### src/rtl/adpll_lock_detect.sv
// adpll_lock_detect
// -----------------------------------------------------------------------------
// Lock detector for the ring ADPLL. It takes one phase-error sample per
// reference-clock rising edge and decides whether the loop is locked. Lock
// needs a run of LOCK_COUNT in-window samples. Lock is dropped only after a
// run of UNLOCK_COUNT out-of-window samples, which gives hysteresis.
//
// Ports
//   fpga_clk_i   : the single clock; all state changes on its rising edge
//   reset_i      : asynchronous, active-high reset
//   enable_i     : detector enable; low forces IDLE on the next edge
//   ref_clk_i    : reference clock, asynchronous; one sample per rising edge
//   error_i      : signed phase error, synchronous to fpga_clk_i
//   locked_o     : lock flag, high in LOCKED and HOLD
//   lost_lock_o  : one-cycle pulse when lock is lost (entry to ACQUIRE)
//   state_o      : FSM state (0 IDLE, 1 ACQUIRE, 2 LOCKED, 3 HOLD)
//   abs_error_o  : |error_i| captured at the last sample
//   peak_error_o : max |error| since the last entry to LOCKED
// -----------------------------------------------------------------------------
module adpll_lock_detect #(
    parameter int ERROR_WIDTH  = 5,
    parameter int LOCK_THRESH  = 2,
    parameter int LOCK_COUNT   = 64,
    parameter int UNLOCK_COUNT = 4,
    parameter int CNT_WIDTH    = 8
) (
    input  logic                          fpga_clk_i,
    input  logic                          reset_i,
    input  logic                          enable_i,
    input  logic                          ref_clk_i,
    input  logic signed [ERROR_WIDTH-1:0] error_i,
    output logic                          locked_o,
    output logic                          lost_lock_o,
    output logic        [1:0]             state_o,
    output logic        [ERROR_WIDTH-1:0] abs_error_o,
    output logic        [ERROR_WIDTH-1:0] peak_error_o
);

    typedef enum logic [1:0] {
        IDLE    = 2'd0,
        ACQUIRE = 2'd1,
        LOCKED  = 2'd2,
        HOLD    = 2'd3
    } state_t;

    state_t                 state, state_next;
    logic [CNT_WIDTH-1:0]   good_cnt, good_next;
    logic [CNT_WIDTH-1:0]   bad_cnt, bad_next;
    logic [ERROR_WIDTH-1:0] peak_next;
    logic                   lost_next;

    // Reference edge detection: two synchroniser flops plus one edge flop.
    logic sync1, sync2, sync3;
    logic stb;

    always_ff @(posedge fpga_clk_i or posedge reset_i) begin
        if (reset_i) begin
            sync1 <= 1'b0;
            sync2 <= 1'b0;
            sync3 <= 1'b0;
        end else begin
            sync1 <= ref_clk_i;
            sync2 <= sync1;
            sync3 <= sync2;
        end
    end

    assign stb = sync2 & ~sync3;

    // Magnitude in ERROR_WIDTH unsigned bits. The two's-complement negation of
    // the most negative value is 2^(W-1), which is exactly representable here.
    logic [ERROR_WIDTH-1:0] err_u;
    logic [ERROR_WIDTH-1:0] abs_err;
    logic [ERROR_WIDTH-1:0] peak_max;
    logic                   in_window;

    assign err_u     = error_i;
    assign abs_err   = err_u[ERROR_WIDTH-1] ? ERROR_WIDTH'(~err_u + 1'b1) : err_u;
    assign in_window = (abs_err <= ERROR_WIDTH'(LOCK_THRESH));
    assign peak_max  = (abs_err > peak_error_o) ? abs_err : peak_error_o;

    // The counters compare against count-1 so the transition fires on the
    // sample that reaches the count, and the counter is cleared on that same
    // edge. This means it never has to hold the terminal value.
    always_comb begin
        state_next = state;
        good_next  = good_cnt;
        bad_next   = bad_cnt;
        peak_next  = peak_error_o;
        lost_next  = 1'b0;

        if (!enable_i) begin
            // Disable wins over a simultaneous strobe and never signals lost lock.
            state_next = IDLE;
            good_next  = '0;
            bad_next   = '0;
        end else begin
            case (state)
                IDLE: begin
                    state_next = ACQUIRE;
                    good_next  = '0;
                    bad_next   = '0;
                end
                ACQUIRE: begin
                    if (stb) begin
                        if (in_window) begin
                            if (good_cnt == CNT_WIDTH'(LOCK_COUNT - 1)) begin
                                state_next = LOCKED;
                                good_next  = '0;
                                peak_next  = abs_err;
                            end else begin
                                good_next = good_cnt + 1'b1;
                            end
                        end else begin
                            good_next = '0;
                        end
                    end
                end
                LOCKED: begin
                    if (stb) begin
                        peak_next = peak_max;
                        if (!in_window) begin
                            if (UNLOCK_COUNT == 1) begin
                                state_next = ACQUIRE;
                                lost_next  = 1'b1;
                                good_next  = '0;
                                bad_next   = '0;
                            end else begin
                                state_next = HOLD;
                                bad_next   = CNT_WIDTH'(1);
                            end
                        end
                    end
                end
                HOLD: begin
                    if (stb) begin
                        peak_next = peak_max;
                        if (in_window) begin
                            state_next = LOCKED;
                            bad_next   = '0;
                        end else if (bad_cnt == CNT_WIDTH'(UNLOCK_COUNT - 1)) begin
                            state_next = ACQUIRE;
                            lost_next  = 1'b1;
                            good_next  = '0;
                            bad_next   = '0;
                        end else begin
                            bad_next = bad_cnt + 1'b1;
                        end
                    end
                end
                default: begin
                    state_next = IDLE;
                    good_next  = '0;
                    bad_next   = '0;
                end
            endcase
        end
    end

    always_ff @(posedge fpga_clk_i or posedge reset_i) begin
        if (reset_i) begin
            state        <= IDLE;
            good_cnt     <= '0;
            bad_cnt      <= '0;
            locked_o     <= 1'b0;
            lost_lock_o  <= 1'b0;
            abs_error_o  <= '0;
            peak_error_o <= '0;
        end else begin
            state        <= state_next;
            good_cnt     <= good_next;
            bad_cnt      <= bad_next;
            locked_o     <= (state_next == LOCKED) || (state_next == HOLD);
            lost_lock_o  <= lost_next;
            peak_error_o <= peak_next;
            if (stb) begin
                abs_error_o <= abs_err;
            end
        end
    end

    assign state_o = state;

endmodule
### config.mk
export PLATFORM = sky130hd
export DESIGN_NAME = adpll_lock_detect
export DESIGN_NICKNAME = d
export VERILOG_FILES = /design/src/rtl/adpll_lock_detect.sv
export SDC_FILE = /design/constraint.sdc
export NUM_CORES = 1
export LEC_CHECK = 0
export ABC_AREA = 1
export CAP_MARGIN = 20
export CORE_ASPECT_RATIO = 0.75
export CORE_MARGIN = 5
export CORE_UTILIZATION = 61
export DETAILED_ROUTE_END_ITERATION = 6
export PLACE_DENSITY = 0.88
export SYNTH_ARGS = -nofsm -noshare
export SYNTH_HDL_FRONTEND = slang
export SYNTH_SLANG_ARGS = --single-unit
### constraint.sdc
create_clock -name fpga_clk_i -period 4.9 [get_ports fpga_clk_i]
set_input_delay 0.49 -clock fpga_clk_i [delete_from_list [all_inputs] [get_ports fpga_clk_i]]
set_output_delay 0.49 -clock fpga_clk_i [all_outputs]
set_load 0.01 [all_outputs]
==> results.md <==
Global routing:
- The initial antenna violation count is 0.
- Entering global routing, the biggest net connects 34 pins.
- The via count of the first global-routing pass is 1686.
- The global router's overall resource usage is 0.221.
- The first global-routing pass estimated 8.15 mm of wire.
- The global route total overflow is 0.

Detailed routing:
- In the routed design, unresolved DRC markers number 0.
- For this block, the routed nets add up to 4.74 mm of wire.
- The DRC marker count from the first detailed-route iteration is 143.
- For this run, the detailed router's first-pass iteration total came to 4.
- Using the TritonRoute via totals, the vias-per-cell ratio works out to 5.61.
- In the final routed layout, each cell accounts on average for 14.1 µm.
- The final route contains 1885 vias.
- In this run the remaining antenna-violating nets after routing total 0.

Timing:
- The final total negative setup slack is 0 ns.
- The worst slew slack as a fraction of its limit is 0.602.
- The number of failing setup endpoints in the final timing report is 0.
- The portion of the clock cycle consumed by the worst path in the final layout is 0.544.
- The setup clock skew after layout is 0.00934 ns.
- The timing-limited maximum frequency is 0.375 GHz.
- The final hold violation count is 0.
- The number of slew-limit violations in the final report is 0.
- Setup repair after global routing left no endpoint under its margin.
- The clock period could shrink to 2.67 ns.
- At the pin with the least slew margin, the transition time is 0.595 ns.

Floorplan:
- The die is 78.6 µm wide.
- The initial utilization of the core area, before any placement, comes to 0.642.
- The die footprint is 4830 µm².
- The floorplan step set the die height to 61.5 µm.
- The number of top-level pins is 23.
- The core outline area is 3360 µm².
- The number of cell rows is 18.

Setup path:
- The worst register-to-register path has a depth of 10.
- In this run the worst path has a maximum fanout of 6.
- The setup path with the least slack is of type in -> reg.
- The required time of the worst setup path is 5.07 ns.
- The most critical setup path has its endpoint at peak_error_o[2].
- STA classifies the critical path startpoint as an input port.
- In this run the critical register-to-register path is launched from good_cnt[0].
- The kind of end point of the critical path is a flip-flop.
- The start point of the critical path is error_i[0].
- In this run the register-to-register setup slack is 2.74 ns.
- The worst register-to-register path ends at peak_error_o[2].
- The worst path arrival time is 2.84 ns.

Synthesis:
- Synthesis handed over a netlist of 273 instances.
- The biggest area consumer among synthesized cells is dfrtp_1.
- The share of synthesized area in the top cell type comes to 0.383.
- The net count of the mapped netlist is 292.
- The synthesis warning total is 0.
- A synthesized cell averages 7.89 µm².
- By area the synthesized netlist is led by dfrtp_1, nand2_1, inv_1.
- The synthesized netlist occupies a cell area of 2150 µm².
- The number of distinct library cells after synthesis is 36.
- Of the synthesized area, sequential elements account for 0.383.
- The total of flip-flops plus latches after synthesis is 33.

Pwr:
- The maximum vdd drop is 190 µV.
- The switching power total is 0.000191 W.
- Cell internal power was estimated by the tool at 0.000513 W.
- The fraction of power consumed by the clock network is 0.372.
- Of the total power, the share spent switching nets is 0.271.
- The analysis attributes to cell leakage a power of 1.13 nW.
- The portion of total power attributed to sequential cells is 0.428.
- Of the total power, combinational logic draws 0.200.
- The overall power after layout is 0.000704 W.
- The areal power density over the cells is 282 nW/µm².

Min path:
- In this run the worst hold path is classified as reg -> reg.
- Along the worst hold path, the cell count comes to 0.

Final layout:
- The share of layout cells above drive strength 1 is 0.0980.
- Measured on the finished design, the core utilization comes to 0.745.
- The number of antenna diodes in the final layout is 0.
- The most frequent standard cell in the layout excluding fill and tap cells is nand2_1.
- The number of nets in the finished design is 314.
- In the layout the commonest cells are nand2_1, inv_1, dfrtp_1.
- Compared with the post-synthesis result, the final layout area differs by 16.0%.

Place:
- The count of buffers added on input and output ports is 22.
- Summed over all nets, the half-perimeter wirelength after detailed placement is 3.43 mm.
- The placer's final routability congestion estimate is 0.877.

Clocking:
- The number of gates resized after CTS was 0.
- The number of setup buffers added after CTS is 0.
- Clock latency on the worst-skew pair, taken at its later pin, is 0.29 ns.
- The deepest clock path buffer count is 2.
- The clock drives 33 sinks.
- The level count of the clock H-tree is 2.
- The root buffer selected by CTS is clkbuf_8.
- The register clock-pin slew on the reported worst setup and hold paths is 0.07 ns.
- Counting the buffers created by CTS gives 5.
- The number of hold buffers added after CTS was 0.
- The TritonCTS clock tree is yes.

Outcome:
- The run finished with clean final reports.

Flow run:
- The number of maximum-capacitance constraint violations is 0.
-- power by group through the flow --
stage	clock network (W)	logic [W]	registers, W
final	0.000262	0.000141	0.000301
after global routing	0.000276	0.000157	0.000304
after CTS	0.000266	0.000141	0.000302
after detailed placement	0	0.000139	0.000306
after global placement	0	0.000137	0.000305
after floorplan	0	0.0000825	0.000310
-- routing by layer --
layer | global-route usage | vias up | routed length, µm
met5 | 0 | - | 0
met1 | 0.302 | 873 | 2190
met4 | 0.0673 | 0 | 48
li1 | - | 945 | -
met3 | 0.0482 | 7 | 312
met2 | 0.359 | 60 | 2190
-- logic make-up (layout without fill, tap and decap cells) --
logic type	count (synthesis)	count (layout)	share of synthesized area
AND/OR/NAND/NOR	135	135	0.315
XOR/XNOR	8	8	0.0325
buffers and inverters	46	69	0.0888
adder cells (fa/ha/maj)	10	10	0.0581
flip-flops	33	33	0.383
AO/OA/AOI/OAI	41	41	0.122
-- cells in the mapped netlist (all sizes together) --
master	count
xor2	7
nor3	9
clkbuf	5
nand4	10
ha	10
o21bai	1
nand3	27
or2	1
xnor2	1
a31oi	3
a21oi	7
nor4	3
inv	38
o21ai	29
nand3b	2
nand2	63
and3	1
buf	3
dfrtp	33
o211ai	1
nor2	19
-- final cells by class --
class	count	area [µm²]
Multi-Input combinational cell	194	1140
Fill cell	245	856
Sequential cell	33	826
Timing Repair Buffer	23	228
Inverter	38	143
Clock buffer	7	86.3
Tap cell	40	50.0
Clock inverter	1	30.0
-- how the worst min path moves through the flow --
stage	from	to	slack (ns)
3_5_place_dp	sync1	sync2	0.34
3_3_place_gp	sync1	sync2	0.34
4_1_cts	sync1	sync2	0.36
5_1_grt	sync1	sync2	0.37
6_report	sync1	sync2	0.35
2_1_floorplan	sync1	sync2	0.33
-- stage by stage --
stage | area, µm² | hold WS, ns | setup WS (ns) | std cells
finish | 2500 | 0.355 | 2.23 | 336
global route | 2500 | 0.369 | 1.99 | 336
CTS | 2500 | 0.357 | 2.24 | 336
detailed placement | 2380 | 0.342 | 1.97 | 328
global placement | 2380 | 0.339 | 2.03 | 328
floorplan | 2150 | 0.331 | 2.74 | 273
-- critical path, cell delays in order --
cell and delay (ns):
clkdlybuf4s50_1 0.50, inv_1 0.12, ha_1 0.26, inv_1 0.08, nor2_1 0.04, nand3_1 0.16
inv_1 0.09, ha_1 0.30, nand2_1 0.06, nor2_1 0.16, nand2_1 0.08, nand2_1 0.06
nand2_1 0.05, nand2_1 0.16, nand2_2 0.11, nand2_1 0.07, nand2_1 0.05
-- registers in the layout, summed over array words and instances, names as in the netlist --
register and flops:
lost_lock_o 1, good_cnt 8, bad_cnt 8, abs_error_o 5, state_o 2, locked_o 1
peak_error_o 5, sync1 1, sync2 1, sync3 1
Note: power is estimated with default switching activity, not from simulation.
